<file path="src/rtl/random_range_gen.sv">
// Multi-lane Galois-LFSR random source with bit interleaving, reseeding and a
// rejection-sampling draw engine that returns uniform values in [0, limit).
module random_range_gen #(
  parameter int unsigned       WIDTH     = 8,
  parameter int unsigned       LANES     = 8,
  parameter logic [WIDTH-1:0]  TAPS      = 8'hB8,
  parameter int unsigned       MAX_TRIES = 16
) (
  input  logic                   clock,
  input  logic                   resetn,
  input  logic                   seed_load,
  input  logic [LANES*WIDTH-1:0] seeds,
  input  logic                   req,
  input  logic [WIDTH-1:0]       limit,
  output logic                   busy,
  output logic                   done,
  output logic [WIDTH-1:0]       data,
  output logic                   fallback
);

  localparam int unsigned TW = (MAX_TRIES > 1) ? $clog2(MAX_TRIES) : 1;

  typedef enum logic [0:0] {StIdle, StDraw} state_e;

  logic [LANES-1:0][WIDTH-1:0] lane_q, lane_d;
  logic [WIDTH-1:0]            rand_word;
  logic [WIDTH-1:0]            lim_m1, mask;
  logic [WIDTH-1:0]            lim_q, mask_q;
  logic [WIDTH-1:0]            cand, fb_val;
  logic                        accept;
  logic [TW-1:0]               tries_q;
  state_e                      state_q;

  // Reset value of lane k: k+1, with zero (the lock-up state) replaced by 1.
  function automatic logic [WIDTH-1:0] reset_val(input int unsigned k);
    logic [WIDTH-1:0] v;
    v = WIDTH'(k + 1);
    if (v == '0) v = WIDTH'(1);
    return v;
  endfunction

  // Next lane state: reload from seeds (zero forced to 1) or one Galois step.
  always_comb begin
    lane_d = lane_q;
    for (int k = 0; k < int'(LANES); k++) begin
      if (seed_load) begin
        lane_d[k] = (seeds[k*WIDTH +: WIDTH] == '0) ? WIDTH'(1) : seeds[k*WIDTH +: WIDTH];
      end else begin
        lane_d[k] = lane_q[k][0] ? ((lane_q[k] >> 1) ^ TAPS) : (lane_q[k] >> 1);
      end
    end
  end

  // Lane registers free-run every clock.
  always_ff @(posedge clock or negedge resetn) begin
    if (!resetn) begin
      for (int unsigned k = 0; k < LANES; k++) lane_q[k] <= reset_val(k);
    end else begin
      lane_q <= lane_d;
    end
  end

  // Interleave: output bit i comes from bit i of lane (i mod LANES).
  always_comb begin
    rand_word = '0;
    for (int i = 0; i < int'(WIDTH); i++) rand_word[i] = lane_q[i % LANES][i];
  end

  // Smear-right of limit-1; limit==0 wraps to all-ones, which is the full-range mask.
  always_comb begin
    lim_m1 = limit - WIDTH'(1);
    mask   = '0;
    mask[WIDTH-1] = lim_m1[WIDTH-1];
    for (int i = int'(WIDTH) - 2; i >= 0; i--) mask[i] = mask[i+1] | lim_m1[i];
  end

  // Attempt evaluation against the latched bound and mask.
  always_comb begin
    cand   = rand_word & mask_q;
    accept = (lim_q == '0) || (cand < lim_q);
    // mask < 2*limit, so a rejected candidate minus limit is always in range.
    fb_val = cand - lim_q;
  end

  // Draw FSM with registered busy/done/data/fallback.
  always_ff @(posedge clock or negedge resetn) begin
    if (!resetn) begin
      state_q  <= StIdle;
      lim_q    <= '0;
      mask_q   <= '0;
      tries_q  <= '0;
      busy     <= 1'b0;
      done     <= 1'b0;
      data     <= '0;
      fallback <= 1'b0;
    end else begin
      done <= 1'b0;
      unique case (state_q)
        StIdle: begin
          // seed_load wins over req; req is re-sampled next cycle.
          if (req && !seed_load) begin
            state_q <= StDraw;
            lim_q   <= limit;
            mask_q  <= mask;
            tries_q <= '0;
            busy    <= 1'b1;
          end
        end
        StDraw: begin
          if (seed_load) begin
            state_q <= StIdle;
            busy    <= 1'b0;
          end else if (accept) begin
            data     <= cand;
            done     <= 1'b1;
            fallback <= 1'b0;
            state_q  <= StIdle;
            busy     <= 1'b0;
          end else if (tries_q == TW'(MAX_TRIES - 1)) begin
            data     <= fb_val;
            done     <= 1'b1;
            fallback <= 1'b1;
            state_q  <= StIdle;
            busy     <= 1'b0;
          end else begin
            tries_q <= tries_q + TW'(1);
          end
        end
        default: begin
          state_q <= StIdle;
          busy    <= 1'b0;
        end
      endcase
    end
  end

endmodule

</file>
<file path="config.mk">
export PLATFORM = sky130hd
export DESIGN_NAME = random_range_gen
export DESIGN_NICKNAME = d
export VERILOG_FILES = /design/src/rtl/random_range_gen.sv
export SDC_FILE = /design/constraint.sdc
export NUM_CORES = 1
export LEC_CHECK = 0
export BUFFER_PORTS_ARGS = -buffer_cell sky130_fd_sc_hd__buf_2
export CORE_ASPECT_RATIO = 1.25
export CORE_MARGIN = 8
export CORE_UTILIZATION = 50
export CTS_BUF_LIST = sky130_fd_sc_hd__clkbuf_4 sky130_fd_sc_hd__clkbuf_8
export DETAILED_ROUTE_END_ITERATION = 16
export GPL_TIMING_DRIVEN = 0
export PLACE_DENSITY = 0.79
export SYNTH_ARGS = -nofsm -noshare
export SYNTH_HDL_FRONTEND = slang
export SYNTH_SLANG_ARGS = --single-unit
</file>
<file path="constraint.sdc">
create_clock -name clock -period 2.8 [get_ports clock]
set_input_delay 0 -clock clock [delete_from_list [all_inputs] [get_ports clock]]
set_output_delay 0 -clock clock [all_outputs]
set_load 0.02 [all_outputs]
</file>
### Word level (Yosys, flattened, before mapping)

Index checks and enable logic that the tools add are counted.

| storage, ports and cells | value |
|---|---|
| output and inout port bits | 11 |
| word-level logic and storage cells | 108 |
| bits of input ports | 76 |
| flip-flop bits (word level) | 96 |
| memories kept | 0 |
| latch bits | 0 |
| memory bits (writable) | 0 |
| ROM bits | 0 |

| cells by class | value |
|---|---|
| bitwise operators | 18 |
| div/mod/pow operators | 0 |
| reduce and logical (&&, ||, !) cells | 17 |
| multiplexer cells | 47 |
| shift-type cells | 0 |
| magnitude comparators | 1 |
| $add $sub $neg | 3 |
| multipliers | 0 |
| eq/ne operators | 6 |

Operators with widths:

| operator | count |
|---|---|
| $mux 8 | 26 |
| $logic_not 8->1 | 9 |
| $not 3->4 | 8 |
| $mux 4 | 4 |
| $mux 1 | 14 |
| $and 8x8->8 | 1 |
| $lt 8x8->1 | 1 |
| $ne 2x2->1 const B | 4 |
| $pmux 4 s2 | 1 |
| $sub 8x1->8 const B | 1 |
| $sub 8x8->8 | 1 |
| $or 1x1->1 | 7 |
| $add 4x1->4 const B | 1 |
| $eq 4x4->1 const B | 1 |
| $ne 4x3->1 const B | 1 |
| $pmux 1 s2 | 2 |
| $reduce_and 2->1 | 2 |
| $reduce_and 4->1 | 1 |
| $reduce_and 3->1 | 1 |
| $not 1->1 | 2 |
| $reduce_bool 2->1 | 1 |
| $logic_and 1x1->1 | 1 |
| $logic_not 1->1 | 1 |
| $logic_or 1x1->1 | 1 |

### Longest topological paths before layout

Gate-level depths: netlist of run 1.

| depth | value |
|---|---|
| word-level depth | 8 |
| depth in mapped cells | 10 |
| gate-level depth less buffers | 9 |

### Worst setup path before layout of run 1

No wires, ideal clock.

| timing path | value |
|---|---|
| kind | register -> register |
| from | reg lane_q[0] in the netlist's numbering |
| to | reg data[2] |
| cell stages (with the launch flop) | 11 |
| setup time | 126 ps |
| buffers on the path | 1 |
| period minus slack after synthesis | 2532 ps |
| arrival time | 2406 ps |
| slack | 268 ps |
| data required time | 2674 ps |
| path through | dfstp_2 > and2_1 > inv_1 > ha_1 > fa_1 > nor2b_4 > o31a_4 > o221ai_4 > and2_1 > buf_2 > a221o_1 |

| between the ends | value |
|---|---|
| longest elaborated chain between the ends | 5 |
| elaborated cells on any way between the ends | 8 |
| those cells by class | add/sub: 1; order compare: 1; mux: 2; bitwise: 1; reduce/logical: 3 |

RTL lines:

| item | RTL line | text |
|---|---|---|
| start, declared | 25 | `logic [LANES-1:0][WIDTH-1:0] lane_q, lane_d;` |
| start signal, assigned | 59 | `lane_q <= lane_d;` |
| $and 8x8->8 (*) | 79 | `cand = rand_word & mask_q;` |
| $lt 8x8->1 | 80 | `accept = (lim_q == '0) \|\| (cand < lim_q);` |
| $logic_or 1x1->1 | 80 |  |
| $reduce_bool 2->1 (no source line) | -- |  |
| $reduce_and 3->1 (no source line) | -- |  |
| end signal, assigned | 114 | `data <= cand;` |
| end signal, assigned | 120 | `data <= fb_val;` |
| end, declared | 17 | `output logic [WIDTH-1:0] data,` |

Every way passes the cells marked *; elsewhere a longest branch is shown, timed or not. The select of a mux whose other input is x is not followed.
A chain may end at the register's enable or synchronous reset.

### Final worst setup path of run 1

Same ends and word-level chain as after synthesis.

==> results of run 1 <==
-- placed cells by master (no fill, tap or decap), types with 3 or more instances in the layout --
cell type                        n
sky130_fd_sc_hd__and2_1          9
sky130_fd_sc_hd__ha_1           10
sky130_fd_sc_hd__inv_1          18
sky130_fd_sc_hd__dlygate4sd3_1  74
sky130_fd_sc_hd__mux2_2         32
sky130_fd_sc_hd__clkbuf_1       14
sky130_fd_sc_hd__a21oi_1        22
sky130_fd_sc_hd__nand3_1         4
sky130_fd_sc_hd__o21ai_0        39
sky130_fd_sc_hd__xnor2_1        27
sky130_fd_sc_hd__nand2_1        46
sky130_fd_sc_hd__o21a_1          3
sky130_fd_sc_hd__a31oi_1         4
sky130_fd_sc_hd__nor2_1         20
sky130_fd_sc_hd__xor2_1          3
sky130_fd_sc_hd__a221o_1         5
sky130_fd_sc_hd__nor3_1         16
sky130_fd_sc_hd__clkbuf_8       10
sky130_fd_sc_hd__nor2b_1         5
sky130_fd_sc_hd__nor4_1         13
sky130_fd_sc_hd__dfrtp_1        83
sky130_fd_sc_hd__dfstp_2        13
sky130_fd_sc_hd__buf_2          85
-- cell families after synthesis --
kind of cell / synth area share (%)
xor+xnor: 5.65
flops: 52.0
simple gates: 14.2
compound gates: 13.6
mux: 8.17
buf+inv: 3.33
fa+ha+maj: 3.12
-- final cells by class --
type,instances,area share (%)
clock buffer,11,2.33
inverter,18,1.08
sequential,96,38.8
multi-input combinational,300,33.6
timing repair buffer,161,19.3
clock inverter,5,1.02
tap,123,2.47
buffer,18,1.40
-- synthesized netlist by cell type, drive strengths merged (2+ instances only) --
cell type  number  area [µm²]
o21a            3        22.5
nand3           4        20.0
nor2           21        81.3
xor2            3        26.3
inv            18        67.6
nand4b          2        17.5
buf             4        35.0
dfstp          13         342
nor4           13        81.3
and3            4        27.5
nor2b           6        45.0
mux2i           2        20.0
nor3           17        85.1
mux2           32         360
dfrtp          83        2080
a21oi          22         110
or3             2        13.8
o221ai          2        35.0
ha             10         125
xnor2          27         236
o21ai          40         211
o31a            3        36.3
a221o           5        50.1
nand2          46         173
and2            9        56.3
clkbuf         14        52.6
a31oi           4        25.0
-- sequential cells by signal, summed over array words and instances, names as in the netlist --
signal and cells:
lane_q 64, mask_q 8, lim_q 8, done 1
fallback 1, state_q 1, tries_q 4, data 8
busy 1
-- through the flow --
step           setup WS [ns]  power (mW)  hold WS, ns  TNS, ns
5_1_grt              0.00965        4.00       0.0762        0
3_5_place_dp         -0.0227        2.76      -0.0786  -0.0789
2_1_floorplan          0.268        2.43       -0.296        0
3_3_place_gp          0.0663        2.71        0.223        0
6_report               0.119        3.81       0.0650        0
4_1_cts               0.0382        3.80       0.0520        0
-- power groups by stage --
stage | logic, mW | clock network (mW) | registers (mW)
global route | 1.21 | 1.03 | 1.76
CTS | 1.09 | 0.973 | 1.73
finish | 1.12 | 0.956 | 1.73
global placement | 0.959 | 0 | 1.75
detailed placement | 1.00 | 0 | 1.76
floorplan | 0.621 | 0 | 1.81
-- what timing repair did --
| action | 4_1_cts | 5_1_grt |
|---|---|---|
| resized for setup | 3 | 0 |
| endpoints found under the hold margin | 158 | 0 |
| setup buffers | 0 | 1 |
| pin swaps | 0 | 1 |
| endpoints found under the setup margin | 7 | 7 |
| hold buffers | 74 | 0 |
-- worst register-to-register path, delay by kind of cell, from the launching register on --
kind | cells | cell delay (ns)
AOI/OAI and AO/OA | 3 | 0.68
adders and majority gates | 2 | 0.60
buffers and inverters | 2 | 0.21
and+or+nand+nor | 3 | 0.55
DFF | 1 | 0.53
-- worst paths after layout --
path,startpoint,end,cells past startpoint
setup / recovery,lane_q[0]$_DFF_PN1_,data[2]$_DFFE_PN0P_,10
hold / removal,resetn,data[5]$_DFFE_PN0P_,2
setup reg to reg,lane_q[0]$_DFF_PN1_,data[2]$_DFFE_PN0P_,10
hold reg to reg,lane_q[33]$_DFF_PN0_,lane_q[32]$_DFF_PN1_,2
max in group asynchronous,resetn,lane_q[49]$_DFF_PN1_,3
min in group clock,seed_load,busy$_DFFE_PN0P_,4
-- metal layers --
layer  share of wire, %  up-vias  routed length, µm  global-route usage (%)
li1                   -     1878                  -                       -
met1                 38     1984               5130                    25.4
met2                 53      195               7230                    40.8
met3                7.0       26                946                    5.03
met4                2.0        0                269                    8.74
met5                  0        -                  0                       0
==> impl_metrics.prom, run 1 <==
# TYPE chip_impl_metric gauge
chip_impl_info{name="run_status",value="completed"} 1
chip_impl_metric{name="worst-slew-pin-transition",unit="ns"} 0.663
chip_impl_metric{name="async_reset_ff_share",unit="%"} 100
chip_impl_metric{name="slew_violations",unit=""} 0
chip_impl_metric{name="firstDrtPassIters",unit=""} 5
chip_impl_metric{name="fin_crit_sh",unit="%"} 95.7
chip_impl_metric{name="fmax",unit="MHz"} 373
chip_impl_metric{name="dr_total_vias",unit=""} 4083
chip_impl_metric{name="final_hold_violations",unit=""} 0
chip_impl_metric{name="postSynthAreaPerCell",unit="µm²"} 10.8
chip_impl_metric{name="grt_max_degree",unit=""} 75
chip_impl_metric{name="post-place-cells",unit=""} 641
chip_impl_metric{name="routabilityCongestion",unit=""} 0.822
chip_impl_metric{name="leakage",unit="nW"} 2.73
chip_impl_metric{name="multiInputGateArea",unit="µm²"} 2100
chip_impl_metric{name="cap_violations",unit=""} 0
chip_impl_metric{name="maxSlewHeadroom",unit="%"} 55.8
chip_impl_metric{name="ant_nets",unit=""} 0
chip_impl_metric{name="synthToLayoutAreaGrowth",unit="%"} 34.0
chip_impl_metric{name="synthesis.nets",unit=""} 519
chip_impl_metric{name="first_global_vias",unit=""} 4316
chip_impl_metric{name="synth_enable_flop_cells",unit=""} 0
chip_impl_metric{name="initial_core_util",unit="%"} 51.3
chip_impl_metric{name="yosys.cell_types.count",unit=""} 61
chip_impl_metric{name="io_buffer_count",unit=""} 85
chip_impl_metric{name="power.clock.fraction",unit="%"} 25.1
chip_impl_info{name="path_cells",value="and2_1 -> inv_1 -> ha_1 -> fa_2 -> nor2b_4 -> o31a_4 -> o221ai_4 -> and2_1 -> buf_2 -> a221o_1"} 1
chip_impl_metric{name="grt.overflow.total",unit=""} 0
chip_impl_metric{name="end_of_flow_core_utilization",unit="%"} 68.7
chip_impl_metric{name="netSwitchingFraction",unit="%"} 31.7
chip_impl_info{name="cp-start-kind",value="flop"} 1
chip_impl_metric{name="layout-drive-gt1-share",unit="%"} 27.8
chip_impl_metric{name="die_w",unit="µm"} 102
chip_impl_info{name="min_path_type",value="in2async"} 1
chip_impl_metric{name="placed_area",unit="µm²"} 5260
chip_impl_metric{name="seq_area_frac_synth",unit="%"} 52.0
chip_impl_info{name="path_delay_family",value="compound AO/OA/AOI/OAI gates"} 1
chip_impl_metric{name="power_switching",unit="mW"} 1.21
chip_impl_metric{name="fillers",unit=""} 660
chip_impl_metric{name="power_frac_comb",unit="%"} 29.4
chip_impl_metric{name="die_height",unit="µm"} 124
chip_impl_metric{name="worst-path-max-fanout",unit=""} 9
chip_impl_metric{name="dr.first_iter.drc_count",unit=""} 163
chip_impl_metric{name="grt_pass1_wl",unit="µm"} 22000
chip_impl_metric{name="die-area",unit="µm²"} 12700
chip_impl_info{name="clk_root_buffer_cell",value="sky130_fd_sc_hd__clkbuf_8"} 1
chip_impl_metric{name="cts.sinks",unit=""} 96
chip_impl_info{name="worst-setup-path-type",value="reg2reg"} 1
chip_impl_metric{name="remaining_drc_errors",unit=""} 0
chip_impl_metric{name="intPower",unit="mW"} 2.60
chip_impl_metric{name="drt_wl_total",unit="µm"} 13600
chip_impl_metric{name="share_seq_of_total_power",unit="%"} 45.5
chip_impl_metric{name="insertedDiodeCount",unit=""} 0
chip_impl_info{name="ys_dominant_reg_cell",value="sky130_fd_sc_hd__dfrtp_1"} 1
chip_impl_metric{name="vdd_ir_drop_max",unit="mV"} 0.593
chip_impl_metric{name="post-route-cell-area",unit="µm²"} 6240
chip_impl_metric{name="ys.warnings.count",unit=""} 0
chip_impl_metric{name="worst_ep_required_time",unit="ns"} 3.06
chip_impl_metric{name="maximum_count_of_clock_buffers_along_a_single_path",unit=""} 2
chip_impl_metric{name="slowest_delay",unit="ns"} 0.53
chip_impl_metric{name="cts-buffers-inserted",unit=""} 9
chip_impl_info{name="cpMostUsedCell",value="sky130_fd_sc_hd__and2_1"} 1
chip_impl_metric{name="setup_violations",unit=""} 0
chip_impl_info{name="cts_tree",value="yes"} 1
chip_impl_info{name="crit_path_max_delay_cell_type",value="sky130_fd_sc_hd__dfstp_2"} 1
chip_impl_metric{name="stdcell_count",unit=""} 732
chip_impl_metric{name="final_nets",unit=""} 691
chip_impl_metric{name="cts.reportedPaths.clkPinSlew",unit="ns"} 0.10
chip_impl_metric{name="htree_levels",unit=""} 3
chip_impl_info{name="critical_path.endpoint_type",value="flop"} 1
chip_impl_metric{name="wl_per_cell",unit="µm"} 18.6
chip_impl_metric{name="insertion_delay_of_the_later_clocked_pin_in_the_worst_skew_pair",unit="ns"} 0.37
chip_impl_metric{name="cp.arrival",unit="ns"} 2.94
chip_impl_info{name="grt_setup_unrepaired",value="false"} 1
chip_impl_metric{name="final-seq-area",unit="µm²"} 2420
chip_impl_metric{name="yosys_register_bits",unit=""} 96
chip_impl_metric{name="fp.coreArea",unit="µm²"} 9080
chip_impl_metric{name="worst_clock_skew",unit="ns"} 0.0140
chip_impl_metric{name="crit_buf_inv",unit=""} 2
chip_impl_metric{name="antenna_violations_before_repair",unit=""} 0
chip_impl_metric{name="synthesis.instances",unit=""} 432
chip_impl_metric{name="rows",unit=""} 39
chip_impl_metric{name="grt_util_all_layers",unit="%"} 22.7
chip_impl_metric{name="power_density",unit="nW/µm²"} 611
chip_impl_metric{name="synth.cell_area",unit="µm²"} 4650
chip_impl_metric{name="period_minus_slack",unit="ns"} 2.68
chip_impl_metric{name="viasPerCell",unit=""} 5.58
chip_impl_metric{name="ff2ff_setup_slack",unit="ns"} 0.12
chip_impl_metric{name="io_pins",unit=""} 87
chip_impl_metric{name="place.detailed.hpwl",unit="µm"} 8390
Note: power is estimated with default switching activity, not from simulation.
==> inputs of run 2 (changes only) <==
--- a/config.mk
+++ b/config.mk
@@ -5,7 +5,9 @@
 export SDC_FILE = /design/constraint.sdc
 export NUM_CORES = 1
 export LEC_CHECK = 0
+export ABC_AREA = 1
 export BUFFER_PORTS_ARGS = -buffer_cell sky130_fd_sc_hd__buf_2
+export CAP_MARGIN = 20
 export CORE_ASPECT_RATIO = 1.25
 export CORE_MARGIN = 8
 export CORE_UTILIZATION = 50
==> impl_metrics.prom, run 2 <==
# TYPE chip_impl_metric gauge
chip_impl_metric{name="io_buffer_count",unit=""} 86
chip_impl_metric{name="leakage",unit="nW"} 3.10
chip_impl_metric{name="rows",unit=""} 39
chip_impl_metric{name="grt_util_all_layers",unit="%"} 22.4
chip_impl_metric{name="period_minus_slack",unit="ns"} 2.40
chip_impl_metric{name="worst-slew-pin-transition",unit="ns"} 0.629
chip_impl_metric{name="first_global_vias",unit=""} 4617
chip_impl_metric{name="firstDrtPassIters",unit=""} 5
chip_impl_metric{name="maximum_count_of_clock_buffers_along_a_single_path",unit=""} 2
chip_impl_metric{name="dr_total_vias",unit=""} 4361
chip_impl_metric{name="post_cts_buffers",unit=""} 0
chip_impl_metric{name="yosys_register_bits",unit=""} 96
chip_impl_metric{name="yosys.cell_types.count",unit=""} 32
chip_impl_metric{name="place.detailed.hpwl",unit="µm"} 8370
chip_impl_metric{name="slew_violations",unit=""} 0
chip_impl_metric{name="grt.overflow.total",unit=""} 0
chip_impl_metric{name="worst_clock_skew",unit="ns"} 0.00910
chip_impl_info{name="cts_tree",value="yes"} 1
chip_impl_info{name="yosysMostFrequentCell",value="sky130_fd_sc_hd__nand2_1"} 1
chip_impl_metric{name="dr.first_iter.drc_count",unit=""} 294
chip_impl_metric{name="async_reset_ff_share",unit="%"} 100
chip_impl_info{name="worst-setup-path-type",value="reg2reg"} 1
chip_impl_metric{name="seq_area_frac_synth",unit="%"} 52.0
chip_impl_metric{name="viasPerCell",unit=""} 5.19
chip_impl_metric{name="vdd_ir_drop_max",unit="mV"} 0.383
chip_impl_metric{name="netSwitchingFraction",unit="%"} 35.2
chip_impl_metric{name="cp.arrival",unit="ns"} 2.67
chip_impl_info{name="clk_root_buffer_cell",value="sky130_fd_sc_hd__clkbuf_8"} 1
chip_impl_metric{name="remaining_drc_errors",unit=""} 0
chip_impl_metric{name="setup_total_negative_slack",unit="ns"} 0
chip_impl_metric{name="cts.reportedPaths.clkPinSlew",unit="ns"} 0.10
chip_impl_metric{name="drt_wl_total",unit="µm"} 13600
chip_impl_metric{name="final_hold_violations",unit=""} 0
chip_impl_metric{name="ant_nets",unit=""} 0
chip_impl_metric{name="ys.warnings.count",unit=""} 0
chip_impl_metric{name="htree_levels",unit=""} 3
chip_impl_info{name="layout.cells.most_common_list",value="sky130_fd_sc_hd__nand2_1 (200), sky130_fd_sc_hd__buf_2 (86), sky130_fd_sc_hd__dfrtp_1 (83)"} 1
chip_impl_metric{name="netlist.area_leader.share",unit="%"} 44.6
chip_impl_info{name="synth.top_cells.by_count",value="sky130_fd_sc_hd__nand2_1 (200), sky130_fd_sc_hd__dfrtp_1 (83), sky130_fd_sc_hd__o21ai_0 (54)"} 1
chip_impl_metric{name="final-seq-area",unit="µm²"} 2420
chip_impl_metric{name="synth.cell_area",unit="µm²"} 4650
chip_impl_metric{name="postSynthAreaPerCell",unit="µm²"} 8.55
chip_impl_metric{name="cts.sinks",unit=""} 96
chip_impl_info{name="grt_setup_unrepaired",value="false"} 1
chip_impl_metric{name="worst-path-max-fanout",unit=""} 5
chip_impl_metric{name="worst_ep_required_time",unit="ns"} 3.07
chip_impl_metric{name="antenna_violations_before_repair",unit=""} 0
chip_impl_metric{name="fin_crit_sh",unit="%"} 85.6
chip_impl_metric{name="power_switching",unit="mW"} 1.32
chip_impl_metric{name="insertion_delay_of_the_later_clocked_pin_in_the_worst_skew_pair",unit="ns"} 0.38
chip_impl_metric{name="die_w",unit="µm"} 102
chip_impl_metric{name="layout-drive-gt1-share",unit="%"} 19.4
chip_impl_metric{name="die_height",unit="µm"} 124
chip_impl_metric{name="cts-buffers-inserted",unit=""} 9
chip_impl_info{name="run_status",value="completed"} 1
chip_impl_metric{name="largest_reg_flops",unit=""} 64
chip_impl_info{name="cp-start-kind",value="flop"} 1
chip_impl_metric{name="intPower",unit="mW"} 2.43
chip_impl_metric{name="cap_violations",unit=""} 0
chip_impl_metric{name="insertedDiodeCount",unit=""} 0
chip_impl_metric{name="initial_core_util",unit="%"} 51.3
chip_impl_metric{name="multiInputGateArea",unit="µm²"} 1980
chip_impl_metric{name="total_power_after_layout",unit="mW"} 3.75
chip_impl_metric{name="synthesis.nets",unit=""} 631
chip_impl_info{name="ys_dominant_reg_cell",value="sky130_fd_sc_hd__dfrtp_1"} 1
chip_impl_metric{name="routabilityCongestion",unit=""} 0.859
chip_impl_metric{name="synthesis.instances",unit=""} 544
chip_impl_metric{name="cts_resized",unit=""} 0
chip_impl_metric{name="fmax",unit="MHz"} 417
chip_impl_metric{name="setup_violations",unit=""} 0
chip_impl_metric{name="io_pins",unit=""} 87
chip_impl_metric{name="grt_max_degree",unit=""} 66
chip_impl_metric{name="power.clock.fraction",unit="%"} 24.3
chip_impl_metric{name="maxSlewHeadroom",unit="%"} 58.1
chip_impl_metric{name="fillers",unit=""} 714
chip_impl_metric{name="power_frac_comb",unit="%"} 29.5
chip_impl_metric{name="fp.coreArea",unit="µm²"} 9080
chip_impl_metric{name="wl_per_cell",unit="µm"} 16.1
chip_impl_metric{name="synthToLayoutAreaGrowth",unit="%"} 32.7
chip_impl_info{name="netlist_top_cells_area",value="sky130_fd_sc_hd__dfrtp_1 (45%), sky130_fd_sc_hd__nand2_1 (16%), sky130_fd_sc_hd__dfstp_2 (7.3%)"} 1
chip_impl_info{name="min_path_type",value="in2reg"} 1
chip_impl_info{name="yosysTopAreaCell",value="sky130_fd_sc_hd__dfrtp_1"} 1
chip_impl_metric{name="synth_enable_flop_cells",unit=""} 0
chip_impl_info{name="most_frequent_standard_cell_in_the_layout_excluding_fill_and_tap_cells",value="sky130_fd_sc_hd__nand2_1"} 1
chip_impl_metric{name="final_nets",unit=""} 800
chip_impl_info{name="max_flop_register",value="lane_q"} 1
chip_impl_metric{name="grt_pass1_wl",unit="µm"} 21800
chip_impl_metric{name="die-area",unit="µm²"} 12700
chip_impl_metric{name="share_seq_of_total_power",unit="%"} 46.2
chip_impl_metric{name="power_density",unit="nW/µm²"} 607
chip_impl_info{name="critical_path.endpoint_type",value="flop"} 1
run 2: layout make-up:
| class | count | area share [%] |
|---|---|---|
| plain buffers | 19 | 1.42 |
| inverters | 43 | 2.61 |
| well taps | 123 | 2.49 |
| clock buffers | 10 | 2.13 |
| multi-input cells | 385 | 32.1 |
| repair buffers | 159 | 19.1 |
| flip-flops and latches | 96 | 39.2 |
| clock inverters | 6 | 0.972 |
run 2: cell families after synthesis:
| family | share of synthesized area [%] |
|---|---|
| AND/OR/NAND/NOR | 24.1 |
| adder cells (fa/ha/maj) | 3.12 |
| XOR/XNOR | 6.02 |
| buffers and inverters | 5.43 |
| AO/OA/AOI/OAI | 9.38 |
| flip-flops | 52.0 |
run 2: power by group through the flow:
stage	clock network (mW)	registers, mW	logic, mW
6_report	0.911	1.73	1.11
5_1_grt	0.971	1.75	1.22
4_1_cts	0.919	1.73	1.09
3_5_place_dp	0	1.75	1.01
3_3_place_gp	0	1.74	0.968
2_1_floorplan	0	1.81	0.627
run 2: what timing repair did:
item | in CTS | in global routing
hold buffers | 72 | 0
endpoints found under the hold margin | 156 | 0
setup endpoints to repair | 0 | 2
run 2: path summary, 6_finish.rpt:
check / from / end / slack (ns) / depth (start not counted)
setup / recovery: lane_q[0]$_DFF_PN1_ / data[7]$_DFFE_PN0P_ / 0.40 / 11
hold reg to reg: lane_q[19]$_DFF_PN0_ / lane_q[18]$_DFF_PN0_ / 0.46 / 2
setup reg to reg: lane_q[0]$_DFF_PN1_ / data[7]$_DFFE_PN0P_ / 0.40 / 11
max in group asynchronous: resetn / lane_q[59]$_DFF_PN1_ / 2.02 / 3
hold / removal: limit[0] / lim_q[0]$_DFFE_PN0P_ / 0.03 / 3
min in group asynchronous: resetn / data[5]$_DFFE_PN0P_ / 0.09 / 2
run 2: stage by stage:
step | instances | hold slack, ns | instance area, µm² | utilization (%) | setup slack [ns]
3_3_place_gp | 753 | 0.216 | 5240 | 57.7 | 0.226
2_1_floorplan | 544 | -0.296 | 4650 | - | 0.480
5_1_grt | 841 | 0.0617 | 6180 | 68.0 | 0.254
4_1_cts | 842 | 0.0202 | 6180 | 68.1 | 0.163
3_5_place_dp | 754 | -0.0329 | 5270 | 58.0 | 0.180
6_report | 841 | 0.0251 | 6180 | 68.0 | 0.404
run 2: worst max-delay path, stage by stage, from the launching register on:
cell and delay, ns:
sky130_fd_sc_hd__dfstp_2 0.63, sky130_fd_sc_hd__nand2_1 0.11, sky130_fd_sc_hd__ha_1 0.21, sky130_fd_sc_hd__fa_1 0.42, sky130_fd_sc_hd__o21ai_2 0.25, sky130_fd_sc_hd__nand3_2 0.12
sky130_fd_sc_hd__nand3_4 0.12, sky130_fd_sc_hd__nand2_4 0.08, sky130_fd_sc_hd__inv_1 0.14, sky130_fd_sc_hd__nand3_1 0.09, sky130_fd_sc_hd__nand3_1 0.09, sky130_fd_sc_hd__nand2_1 0.05
run 2: layer usage:
layer / up-vias / global-route usage (%) / wire [µm]
li1: 2080 / - / -
met1: 2041 / 24.9 / 5340
met2: 204 / 39.2 / 6820
met3: 36 / 5.26 / 1020
met4: 0 / 11.0 / 403
met5: - / 0 / 0
